===== config.mk =====
export PLATFORM = sky130hd
export DESIGN_NAME = i2s_rx_unit_flat
export DESIGN_NICKNAME = d
export VERILOG_FILES = /design/src/rtl/i2s_rx_if.sv /design/src/rtl/i2s_rx_unit.sv /design/src/flat_wrapper.sv
export SDC_FILE = /design/constraint.sdc
export NUM_CORES = 1
export LEC_CHECK = 0
export BUFFER_PORTS_ARGS = -buffer_cell sky130_fd_sc_hd__buf_2
export CAP_MARGIN = 20
export CORE_UTILIZATION = 57
export DETAILED_ROUTE_END_ITERATION = 16
export PLACE_DENSITY = 0.86
export SKIP_CTS_REPAIR_TIMING = 1
export SLEW_MARGIN = 20
export SYNTH_ARGS = -nofsm -noshare
export SYNTH_HDL_FRONTEND = slang
export SYNTH_SLANG_ARGS = --single-unit
export TNS_END_PERCENT = 1

===== constraint.sdc =====
create_clock -name clk -period 2 [get_ports clk]
set_input_delay 0.2 -clock clk [delete_from_list [all_inputs] [get_ports clk]]
set_output_delay 0.2 -clock clk [all_outputs]
set_load 0.005 [all_outputs]

===== src/rtl/i2s_rx_if.sv =====
// Receiver-side I2S bundle: the serial lines in, plus the left/right pair
// stream out to the capture side of the audio pipeline.
interface i2s_rx_if #(
  parameter int DATA_WIDTH = 24
);
  logic                  sck_in;
  logic                  ws_in;
  logic                  sdi_in;
  logic                  ready_in;
  logic                  valid_out;
  logic [DATA_WIDTH-1:0] audio0_out;
  logic [DATA_WIDTH-1:0] audio1_out;

  // Receiver: consumes serial lines and ready, produces the pair stream.
  modport master (
    input  sck_in, ws_in, sdi_in, ready_in,
    output valid_out, audio0_out, audio1_out
  );

  // Environment: drives serial lines and ready, consumes the pair stream.
  modport slave (
    output sck_in, ws_in, sdi_in, ready_in,
    input  valid_out, audio0_out, audio1_out
  );
endinterface


===== src/rtl/i2s_rx_unit.sv =====
// I2S serial receiver. sck/ws/sdi are oversampled by clk through identical
// synchronizer chains, rising sck edges are turned into one-clk strobes, and
// 24-bit MSB-first words with the standard one-bit WS delay are assembled
// into left/right pairs presented on a valid/ready interface.
//
//   state    | meaning
//   ---------+--------------------------------------------------------
//   ST_IDLE  | standby (reset or en_in low), datapath held cleared
//   ST_SYNC  | waiting for a WS transition to align to a word boundary
//   ST_RUN   | shifting bits, checking half-period length, building pairs
module i2s_rx_unit #(
  parameter int DATA_WIDTH  = 24,
  parameter int SYNC_STAGES = 2
) (
  input  logic     clk,
  input  logic     rst,
  input  logic     en_in,
  input  logic     clr_in,
  output logic     overrun_out,
  output logic     frame_err_out,
  i2s_rx_if.master bus
);

  localparam int CW = $clog2(DATA_WIDTH);
  localparam logic [CW-1:0] LAST_BIT = CW'(DATA_WIDTH - 1);

  localparam logic [1:0] ST_IDLE = 2'd0;
  localparam logic [1:0] ST_SYNC = 2'd1;
  localparam logic [1:0] ST_RUN  = 2'd2;

  logic [SYNC_STAGES-1:0] sck_sync;
  logic [SYNC_STAGES-1:0] ws_sync;
  logic [SYNC_STAGES-1:0] sd_sync;
  logic                   sck_s;
  logic                   ws_s;
  logic                   sd_s;

  // Edge strobe and the ws/sd values captured with it, one register stage
  // after the synchronizers so all three stay aligned.
  logic                   sck_prev;
  logic                   edge_r;
  logic                   ws_k;
  logic                   sd_k;

  logic [1:0]             state;
  logic [DATA_WIDTH-1:0]  shift_r;
  logic [DATA_WIDTH-1:0]  left_r;
  logic [CW-1:0]          bit_cnt;
  logic                   have_left;
  logic                   ws_prev;
  // ws_prev only means something once an edge has been seen since enable;
  // without this, re-enabling mid-right-channel would fake a WS transition.
  logic                   ws_seen;

  logic                   valid_r;
  logic [DATA_WIDTH-1:0]  audio0_r;
  logic [DATA_WIDTH-1:0]  audio1_r;
  logic                   overrun_r;
  logic                   ferr_r;

  logic                   ws_chg;
  logic                   last_bit;
  logic [DATA_WIDTH-1:0]  word;
  logic                   run_edge;
  logic                   word_done;
  logic                   pair_done;
  logic                   ferr_set;
  logic                   load_out;
  logic                   ovr_set;

  assign sck_s = sck_sync[SYNC_STAGES-1];
  assign ws_s  = ws_sync[SYNC_STAGES-1];
  assign sd_s  = sd_sync[SYNC_STAGES-1];

  // Identical synchronizer chains for the three asynchronous serial lines.
  always_ff @(posedge clk) begin
    if (rst) begin
      sck_sync <= '0;
      ws_sync  <= '0;
      sd_sync  <= '0;
    end else begin
      sck_sync <= {sck_sync[SYNC_STAGES-2:0], bus.sck_in};
      ws_sync  <= {ws_sync[SYNC_STAGES-2:0],  bus.ws_in};
      sd_sync  <= {sd_sync[SYNC_STAGES-2:0],  bus.sdi_in};
    end
  end

  // Rising sck detect; ws/sd are captured alongside the strobe.
  always_ff @(posedge clk) begin
    if (rst) begin
      sck_prev <= 1'b0;
      edge_r   <= 1'b0;
      ws_k     <= 1'b0;
      sd_k     <= 1'b0;
    end else begin
      sck_prev <= sck_s;
      edge_r   <= sck_s & ~sck_prev;
      ws_k     <= ws_s;
      sd_k     <= sd_s;
    end
  end

  assign ws_chg    = ws_seen && (ws_k != ws_prev);
  assign last_bit  = (bit_cnt == LAST_BIT);
  assign word      = {shift_r[DATA_WIDTH-2:0], sd_k};
  assign run_edge  = en_in && (state == ST_RUN) && edge_r;
  assign word_done = run_edge && ws_chg && last_bit;
  // A completing word belongs to the channel that just ended (ws_prev).
  assign pair_done = word_done && ws_prev && have_left;
  assign ferr_set  = run_edge && (ws_chg != last_bit);
  assign load_out  = pair_done && (!valid_r || bus.ready_in);
  assign ovr_set   = pair_done && !load_out;

  // Framing FSM, deserializer and left-word holding register.
  always_ff @(posedge clk) begin
    if (rst || !en_in) begin
      state     <= ST_IDLE;
      shift_r   <= '0;
      left_r    <= '0;
      bit_cnt   <= '0;
      have_left <= 1'b0;
      ws_prev   <= 1'b0;
      ws_seen   <= 1'b0;
    end else begin
      if (edge_r) begin
        ws_prev <= ws_k;
        ws_seen <= 1'b1;
      end
      case (state)
        ST_IDLE: state <= ST_SYNC;
        ST_SYNC: begin
          if (edge_r && ws_chg) begin
            state     <= ST_RUN;
            bit_cnt   <= '0;
            have_left <= 1'b0;
          end
        end
        ST_RUN: begin
          if (edge_r) begin
            shift_r <= word;
            if (ws_chg) begin
              bit_cnt <= '0;
              if (!last_bit) begin
                have_left <= 1'b0;
              end else if (!ws_prev) begin
                left_r    <= word;
                have_left <= 1'b1;
              end else begin
                // Right word either completes the pair or has no partner.
                have_left <= 1'b0;
              end
            end else if (last_bit) begin
              // Half-period too long: drop alignment and look for WS again.
              state     <= ST_SYNC;
              bit_cnt   <= '0;
              have_left <= 1'b0;
            end else begin
              bit_cnt <= bit_cnt + 1'b1;
            end
          end
        end
        default: state <= ST_IDLE;
      endcase
    end
  end

  // Output pair register with single-entry valid/ready handshake.
  always_ff @(posedge clk) begin
    if (rst || !en_in) begin
      valid_r  <= 1'b0;
      audio0_r <= '0;
      audio1_r <= '0;
    end else if (load_out) begin
      valid_r  <= 1'b1;
      audio0_r <= left_r;
      audio1_r <= word;
    end else if (valid_r && bus.ready_in) begin
      valid_r <= 1'b0;
    end
  end

  // Sticky error flags; a set event wins over a same-cycle clear.
  always_ff @(posedge clk) begin
    if (rst) begin
      overrun_r <= 1'b0;
      ferr_r    <= 1'b0;
    end else begin
      if (ovr_set)     overrun_r <= 1'b1;
      else if (clr_in) overrun_r <= 1'b0;
      if (ferr_set)    ferr_r    <= 1'b1;
      else if (clr_in) ferr_r    <= 1'b0;
    end
  end

  assign bus.valid_out  = valid_r;
  assign bus.audio0_out = audio0_r;
  assign bus.audio1_out = audio1_r;
  assign overrun_out    = overrun_r;
  assign frame_err_out  = ferr_r;

endmodule


===== src/flat_wrapper.sv =====
// flat-port wrapper written by rule: the top's interface ports become plain ports
module i2s_rx_unit_flat 
#(
  parameter int DATA_WIDTH  = 24,
  parameter int SYNC_STAGES = 2
)
  (clk, rst, en_in, clr_in, overrun_out, frame_err_out, bus_sck_in, bus_ws_in, bus_sdi_in, bus_ready_in, bus_valid_out, bus_audio0_out, bus_audio1_out);
  i2s_rx_if #(.DATA_WIDTH(DATA_WIDTH)) bus_i ();
  input  logic clk;
  input  logic rst;
  input  logic en_in;
  input  logic clr_in;
  output logic overrun_out;
  output logic frame_err_out;
  input wire logic [$bits(bus_i.sck_in)-1:0] bus_sck_in;
  input wire logic [$bits(bus_i.ws_in)-1:0] bus_ws_in;
  input wire logic [$bits(bus_i.sdi_in)-1:0] bus_sdi_in;
  input wire logic [$bits(bus_i.ready_in)-1:0] bus_ready_in;
  output wire logic [$bits(bus_i.valid_out)-1:0] bus_valid_out;
  output wire logic [$bits(bus_i.audio0_out)-1:0] bus_audio0_out;
  output wire logic [$bits(bus_i.audio1_out)-1:0] bus_audio1_out;
  assign bus_i.sck_in = bus_sck_in;
  assign bus_i.ws_in = bus_ws_in;
  assign bus_i.sdi_in = bus_sdi_in;
  assign bus_i.ready_in = bus_ready_in;
  assign bus_valid_out = bus_i.valid_out;
  assign bus_audio0_out = bus_i.audio0_out;
  assign bus_audio1_out = bus_i.audio1_out;
  i2s_rx_unit #(.DATA_WIDTH(DATA_WIDTH), .SYNC_STAGES(SYNC_STAGES)) u_core (.clk(clk), .rst(rst), .en_in(en_in), .clr_in(clr_in), .overrun_out(overrun_out), .frame_err_out(frame_err_out), .bus(bus_i));
endmodule

# Yosys cells after proc, flatten, opt, wreduce, memory -nomap -nowiden
# Index checks and enable logic that the tools add are counted.
# W data, S select, Z words.
# op_classes
div	0
eq_ne	10
n_shift	0
n_mul	0
n_reduce_logical	27
mux	22
n_addsub	1
n_lt_le_gt_ge	0
bitwise_logic	3
# op_table
cell	count
$mux W5	4
$logic_and A1 B1 Y1	12
$mux W1	11
$pmux W5 S2	1
$mux W2	4
$reduce_and A4 Y1	2
$reduce_bool A2 Y1	4
$ne A2 B1 Y1 const B	3
$pmux W2 S3	1
$add A5 B1 Y5 const B	1
$eq A5 B5 Y1 const B	1
$reduce_and A5 Y1	1
$logic_not A1 Y1	3
$ne A3 B1 Y1 const B	1
$reduce_and A3 Y1	1
$eq A2 B1 Y1 const B	1
$eq A2 B2 Y1 const B	1
$logic_not A2 Y1	1
$logic_or A1 B1 Y1	2
$ne A1 B1 Y1	2
$ne A2 B2 Y1 const B	1
$not A1 Y1	2
$pmux W1 S2	1
$reduce_and A2 Y1	1
$and A1 B1 Y1	1
# totals
ff_bits	118
rom_bits	0
latch_bits	0
in_bits	8
ramBits	0
memories	0

# Logic depth before layout (Yosys ltp)
# depth
word_depth	11
ltp_mapped	9
mapped_depth_nobuf	7

# Worst setup path after synthesis
# OpenSTA, ideal clock, no wires.
# synth_timing
path_type	flip-flop to flip-flop
from	register u_core.state[0]
to	register u_core.audio1_r[11], in the netlist u_core.bus.audio1_out[11]
n_path_buf	2
synth_period_minus_slack_ns	1.776
path_stages_with_launch	9
slack_ns	0.224
setup_ns	0.132
t_arrival_ns	1.643
path_cell_list	dfxtp_1 > inv_1 > ha_1 > nand2_2 > or2_1 > buf_6 > buf_2 > o31ai_2 > a21oi_1
# synth_via
elab_chain_len	8
# synth_lines
element	line_no	source
from (decl)	i2s_rx_unit.sv:45	logic [1:0] state;
from (signal assigned)	i2s_rx_unit.sv:117	state <= ST_IDLE;
from (signal assigned)	i2s_rx_unit.sv:130	ST_IDLE: state <= ST_SYNC;
from (signal assigned)	i2s_rx_unit.sv:133	state <= ST_RUN;
$eq A2 B2 Y1	i2s_rx_unit.sv:106	assign run_edge = en_in && (state == ST_RUN) && edge_r;
$logic_and A1 B1 Y1 (2 in a row)	i2s_rx_unit.sv:106	
$logic_and A1 B1 Y1 (2 in a row)	i2s_rx_unit.sv:107	assign word_done = run_edge && ws_chg && last_bit;
$logic_and A1 B1 Y1 (2 in a row)	i2s_rx_unit.sv:109	assign pair_done = word_done && ws_prev && have_left;
$logic_and A1 B1 Y1	i2s_rx_unit.sv:111	assign load_out = pair_done && (!valid_r || bus.ready_in);
to (signal assigned)	i2s_rx_unit.sv:176	audio1_r <= word;
to (decl)	i2s_rx_unit.sv:57	logic [DATA_WIDTH-1:0] audio1_r;
# No other way between the ends.
# A chain may end at the register's enable or synchronous reset.

# Worst setup path in the final report
# layout_timing
from	register u_core.ws_prev
to	register u_core.left_r[19]
# layout_via
elab_chain_len	3
elab_cells_between_ends	4
classes_between	eq/ne: 1; bitwise: 1; reduce/logical: 2
# layout_lines
element	line_no	source
from (decl)	i2s_rx_unit.sv:50	logic ws_prev;
from (signal assigned)	i2s_rx_unit.sv:126	ws_prev <= ws_k;
$ne A1 B1 Y1	i2s_rx_unit.sv:103	assign ws_chg = ws_seen && (ws_k != ws_prev);
$logic_and A1 B1 Y1	i2s_rx_unit.sv:103	
$reduce_and A5 Y1 (no source line) (*)	n/a	
to (signal assigned)	i2s_rx_unit.sv:146	left_r <= word;
to (decl)	i2s_rx_unit.sv:47	logic [DATA_WIDTH-1:0] left_r;
# Mark *: on every way between the ends. The rest lies on a longest branch, timed or not.

==> run_summary.xml <==
<?xml version="1.0" encoding="UTF-8"?>
<metrics>
  <group name="grt">
    <metric name="via_count_of_the_first_global_routing_pass" unit="">4154</metric>
    <metric name="global_route.overflow_total" unit="">0</metric>
    <metric name="grt_max_degree" unit="">81</metric>
    <metric name="grt_pass1_wl" unit="µm">20260</metric>
    <metric name="track_usage" unit="">0.2915</metric>
    <metric name="number_of_antenna_violations_at_the_first_check_in_global_routing" unit="">0</metric>
  </group>
  <group name="final_layout">
    <metric name="post-route-util" unit="">0.7133</metric>
    <metric name="final-seq-area" unit="µm²">2364</metric>
    <metric name="multiInputGateArea" unit="µm²">2236</metric>
    <metric name="final_net_count" unit="">614</metric>
    <metric name="fillers" unit="">558</metric>
    <metric name="final_layout_size_suffix_gt1_frac" unit="">0.2337</metric>
    <metric name="layout-area-overhead-vs-synth" unit="%">20.88</metric>
    <metric name="diodes_inserted" unit="">0</metric>
  </group>
  <group name="timing">
    <metric name="postLayoutSetupSlackWorst" unit="ns">0.05334</metric>
    <metric name="finalHoldWorstSlack" unit="ns">0.009557</metric>
    <metric name="timing.fmax" unit="GHz">0.5137</metric>
    <metric name="finalClockSkew" unit="ns">0.008029</metric>
    <metric name="worst-slew-pin-transition" unit="ns">0.5239</metric>
    <metric name="final_period_minus_worst_setup_slack" unit="ns">1.947</metric>
    <metric name="finalSetupViolCount" unit="">0</metric>
    <metric name="maxSlewHeadroom" unit="">0.6507</metric>
    <metric name="period_share" unit="">0.9733</metric>
    <metric name="hold_violations" unit="">0</metric>
    <metric name="slew_viol_final" unit="">0</metric>
    <metric name="rsz0062_at_grt" unit="">true</metric>
  </group>
  <group name="place">
    <metric name="place_worst_setup_slack" unit="ns">0.1089</metric>
    <metric name="gp_congestion" unit="">0.8553</metric>
    <metric name="numPortBuffers" unit="">58</metric>
    <metric name="place_hpwl" unit="µm">7117</metric>
  </group>
  <group name="critical_path">
    <metric name="worst-path-buf-inv" unit="">2</metric>
    <metric name="worst_path_max_delay_cell" unit="">sky130_fd_sc_hd__dfxtp_2</metric>
    <metric name="element_type_at_the_critical_path_end" unit="">flip-flop</metric>
    <metric name="required_time_at_the_worst_slack_endpoint" unit="ns">2.44</metric>
    <metric name="critPathLaunchType" unit="">flip-flop</metric>
    <metric name="worst-setup-path-type" unit="">reg2reg</metric>
    <metric name="timing.critical_path.mode_cell" unit="">sky130_fd_sc_hd__nand2_1</metric>
    <metric name="timing.critical_path.cells" unit="">xor2_2, nand2_1, inv_1, ha_1, nor3b_4, buf_12, nand2_1, a21oi_1</metric>
    <metric name="crit_path_start" unit="">u_core.ws_prev</metric>
    <metric name="delay_of_the_slowest_cell_on_the_worst_path" unit="ns">0.45</metric>
    <metric name="reg2regPathDepth" unit="">8</metric>
    <metric name="critical_path.reg2reg.endpoint" unit="">u_core.left_r[19]</metric>
    <metric name="timing.critical_path.depth" unit="">8</metric>
    <metric name="critical_path_peak_fanout" unit="">24</metric>
    <metric name="worst-endpoint-arrival" unit="ns">2.39</metric>
    <metric name="rrSetupSlack" unit="ns">0.05</metric>
    <metric name="critical_path.reg2reg.startpoint" unit="">u_core.ws_prev</metric>
    <metric name="critical-path-top-delay-family" unit="">simple AND/OR/NAND/NOR gates</metric>
  </group>
  <group name="min_path">
    <metric name="worstHoldEndpoint" unit="">u_core.frame_err_out</metric>
    <metric name="hold_depth" unit="">4</metric>
    <metric name="holdCritStartpoint" unit="">clr_in</metric>
    <metric name="worstHoldPathType" unit="">in2reg</metric>
  </group>
  <group name="clock_tree">
    <metric name="h-tree-depth" unit="">4</metric>
    <metric name="cts-root-buf" unit="">sky130_fd_sc_hd__clkbuf_8</metric>
    <metric name="cts_inserted_buffers" unit="">17</metric>
    <metric name="number_of_sinks_driven_by_the_clock_tree" unit="">118</metric>
    <metric name="tritoncts_clock_tree" unit="">done</metric>
    <metric name="deepest_clock_path_buffer_count" unit="">2</metric>
    <metric name="worstSkewPairLatency" unit="ns">0.52</metric>
    <metric name="worst_setup_hold_path_clk_slew" unit="ns">0.06</metric>
  </group>
  <group name="route">
    <metric name="antenna_violating_nets_left" unit="">0</metric>
    <metric name="detail_route.iter0.violations" unit="">348</metric>
    <metric name="routed-via-count" unit="">4458</metric>
    <metric name="wl" unit="µm">12330</metric>
    <metric name="firstDrtPassIters" unit="">5</metric>
    <metric name="routed_wire_length_per_instance" unit="µm">17.19</metric>
    <metric name="remaining_drc_errors" unit="">0</metric>
    <metric name="via_cell_ratio" unit="">6.218</metric>
  </group>
  <group name="synthesis">
    <metric name="yosys_warnings" unit="">0</metric>
    <metric name="syn-num-nets" unit="">570</metric>
    <metric name="syn-cell-area" unit="µm²">4848</metric>
    <metric name="ys_async_sr_fraction" unit="">0</metric>
    <metric name="synth_edf_count" unit="">0</metric>
    <metric name="postSynthCellCount" unit="">555</metric>
    <metric name="yosys_register_bits" unit="">118</metric>
    <metric name="seq_total_area_yosys" unit="">0.4872</metric>
    <metric name="synth_ff_type" unit="">sky130_fd_sc_hd__dfxtp_1</metric>
    <metric name="synth.avg_cell_area" unit="µm²">8.736</metric>
    <metric name="synth_cell_types" unit="">43</metric>
  </group>
  <group name="die">
    <metric name="top_level_ports" unit="">59</metric>
    <metric name="design.core.area" unit="µm²">8217</metric>
    <metric name="placementRows" unit="">33</metric>
    <metric name="die_x" unit="µm">94.23</metric>
    <metric name="die-area" unit="µm²">8878</metric>
    <metric name="initial_core_util" unit="">0.5901</metric>
    <metric name="die_h" unit="µm">94.23</metric>
  </group>
  <group name="power_and_ir_drop">
    <metric name="ir_drop" unit="mV">0.6864</metric>
    <metric name="cellPowerDensity" unit="nW/µm²">919.2</metric>
    <metric name="overall_power_consumption" unit="µW">5387</metric>
    <metric name="cellLeakagePower" unit="µW">0.002061</metric>
  </group>
  <group name="job">
    <metric name="max-cap-violations" unit="">0</metric>
  </group>
  <group name="run_status">
    <metric name="outcome" unit="">finished clean</metric>
  </group>
</metrics>
-- cell usage in the layout, fill, tap and decap left out, types with 2 or more instances in the layout --
cell and instances:
sky130_fd_sc_hd__a211oi_1 3, sky130_fd_sc_hd__a21oi_1 100, sky130_fd_sc_hd__a32oi_1 2, sky130_fd_sc_hd__buf_12 4, sky130_fd_sc_hd__buf_2 58, sky130_fd_sc_hd__buf_4 14, sky130_fd_sc_hd__bufinv_16 2, sky130_fd_sc_hd__clkbuf_16 16
sky130_fd_sc_hd__clkbuf_8 3, sky130_fd_sc_hd__clkinv_2 5, sky130_fd_sc_hd__clkinvlp_4 2, sky130_fd_sc_hd__dfxtp_1 117, sky130_fd_sc_hd__dlygate4sd3_1 3, sky130_fd_sc_hd__ha_1 5, sky130_fd_sc_hd__ha_2 2, sky130_fd_sc_hd__inv_1 10
sky130_fd_sc_hd__inv_6 2, sky130_fd_sc_hd__mux2i_1 2, sky130_fd_sc_hd__nand2_1 101, sky130_fd_sc_hd__nand2b_1 2, sky130_fd_sc_hd__nand3_1 4, sky130_fd_sc_hd__nand4_1 48, sky130_fd_sc_hd__nor2_1 9, sky130_fd_sc_hd__nor2b_1 13
sky130_fd_sc_hd__nor3_1 3, sky130_fd_sc_hd__o2111ai_1 2, sky130_fd_sc_hd__o22ai_1 2, sky130_fd_sc_hd__o31ai_1 27, sky130_fd_sc_hd__o31ai_2 21, sky130_fd_sc_hd__xnor2_1 2
-- sequential cells by signal, indices dropped and copies added (netlist names), 2 cells and up --
name / flops
u_core.shift_r: 23
u_core.bus.audio1_out: 24
u_core.ws_sync: 2
u_core.bus.audio0_out: 24
u_core.sd_sync: 2
u_core.state: 2
u_core.left_r: 24
u_core.sck_sync: 2
u_core.bit_cnt: 5
-- synth_stat cells (all sizes together), types with 3 or more instances --
library cell,n,area (µm²)
dfxtp,118,2362
nand2,102,385.4
a21oi,100,500.5
nand4,48,300.3
o31ai,48,460.4
clkbuf,37,138.9
buf,18,115.1
nor2b,14,87.58
inv,11,41.29
nor2,10,37.54
ha,7,87.58
nand3,5,25.02
nor3,4,25.02
a211oi,3,22.52
nand2b,3,18.77
-- worst max path at each step --
stage / slack, ns / end
final: 0.05 / u_core.left_r[19]
after global routing: -0.009 / u_core.state[0]
after CTS: 0.03 / u_core.left_r[19]
after detailed placement: 0.11 / u_core.left_r[19]
after global placement: 0.17 / u_core.left_r[19]
after floorplan: 0.22 / u_core.bus.audio1_out[11]
-- power by group --
group / internal [µW] / switching [µW]
Clock: 1830 / 1080
Combinational: 37.8 / 72.1
Sequential: 2360 / 5.89
Total: 4230 / 1150
-- area by class of cell --
cell class	instances	share of cell area
Sequential cell	118	0.4033
Tap cell	105	0.02242
Timing Repair Buffer	80	0.08817
Multi-Input combinational cell	371	0.3815
Clock inverter	12	0.02156
Clock buffer	20	0.07600
Inverter	11	0.007045
-- cells by family after synthesis --
| logic type | Yosys count | share of synthesized area |
|---|---|---|
| buffers and inverters | 66 | 0.06090 |
| muxes | 3 | 0.006452 |
| AOI/OAI and AO/OA | 164 | 0.2232 |
| adders and majority gates | 7 | 0.01806 |
| DFF | 118 | 0.4872 |
| and+or+nand+nor | 194 | 0.1972 |
| xor gates and xnor gates | 3 | 0.006969 |
-- worst register-to-register path, cell delays in order (launching register included) --
cell	delay (ns)
sky130_fd_sc_hd__dfxtp_2	0.45
sky130_fd_sc_hd__xor2_2	0.34
sky130_fd_sc_hd__nand2_1	0.13
sky130_fd_sc_hd__inv_1	0.07
sky130_fd_sc_hd__ha_1	0.19
sky130_fd_sc_hd__nor3b_4	0.23
sky130_fd_sc_hd__buf_12	0.20
sky130_fd_sc_hd__nand2_1	0.12
sky130_fd_sc_hd__a21oi_1	0.15
-- routing by layer --
metal  vias to the layer above  share of wire  global-route usage
met3                        22          0.083             0.07282
met5                         -              0                   0
met1                      2121           0.42              0.3791
met4                         0          0.014             0.09872
met2                       252           0.49              0.4692
li1                       2063              -                   -
-- stage by stage --
step,area (µm²),std cells,TNS (ns)
CTS,5809,714,0
detailed placement,5238,682,0
finish,5861,717,0
floorplan,4848,555,0
global placement,5238,682,0
global route,5861,717,-0.008529
(Power assumes the default switching activity.)
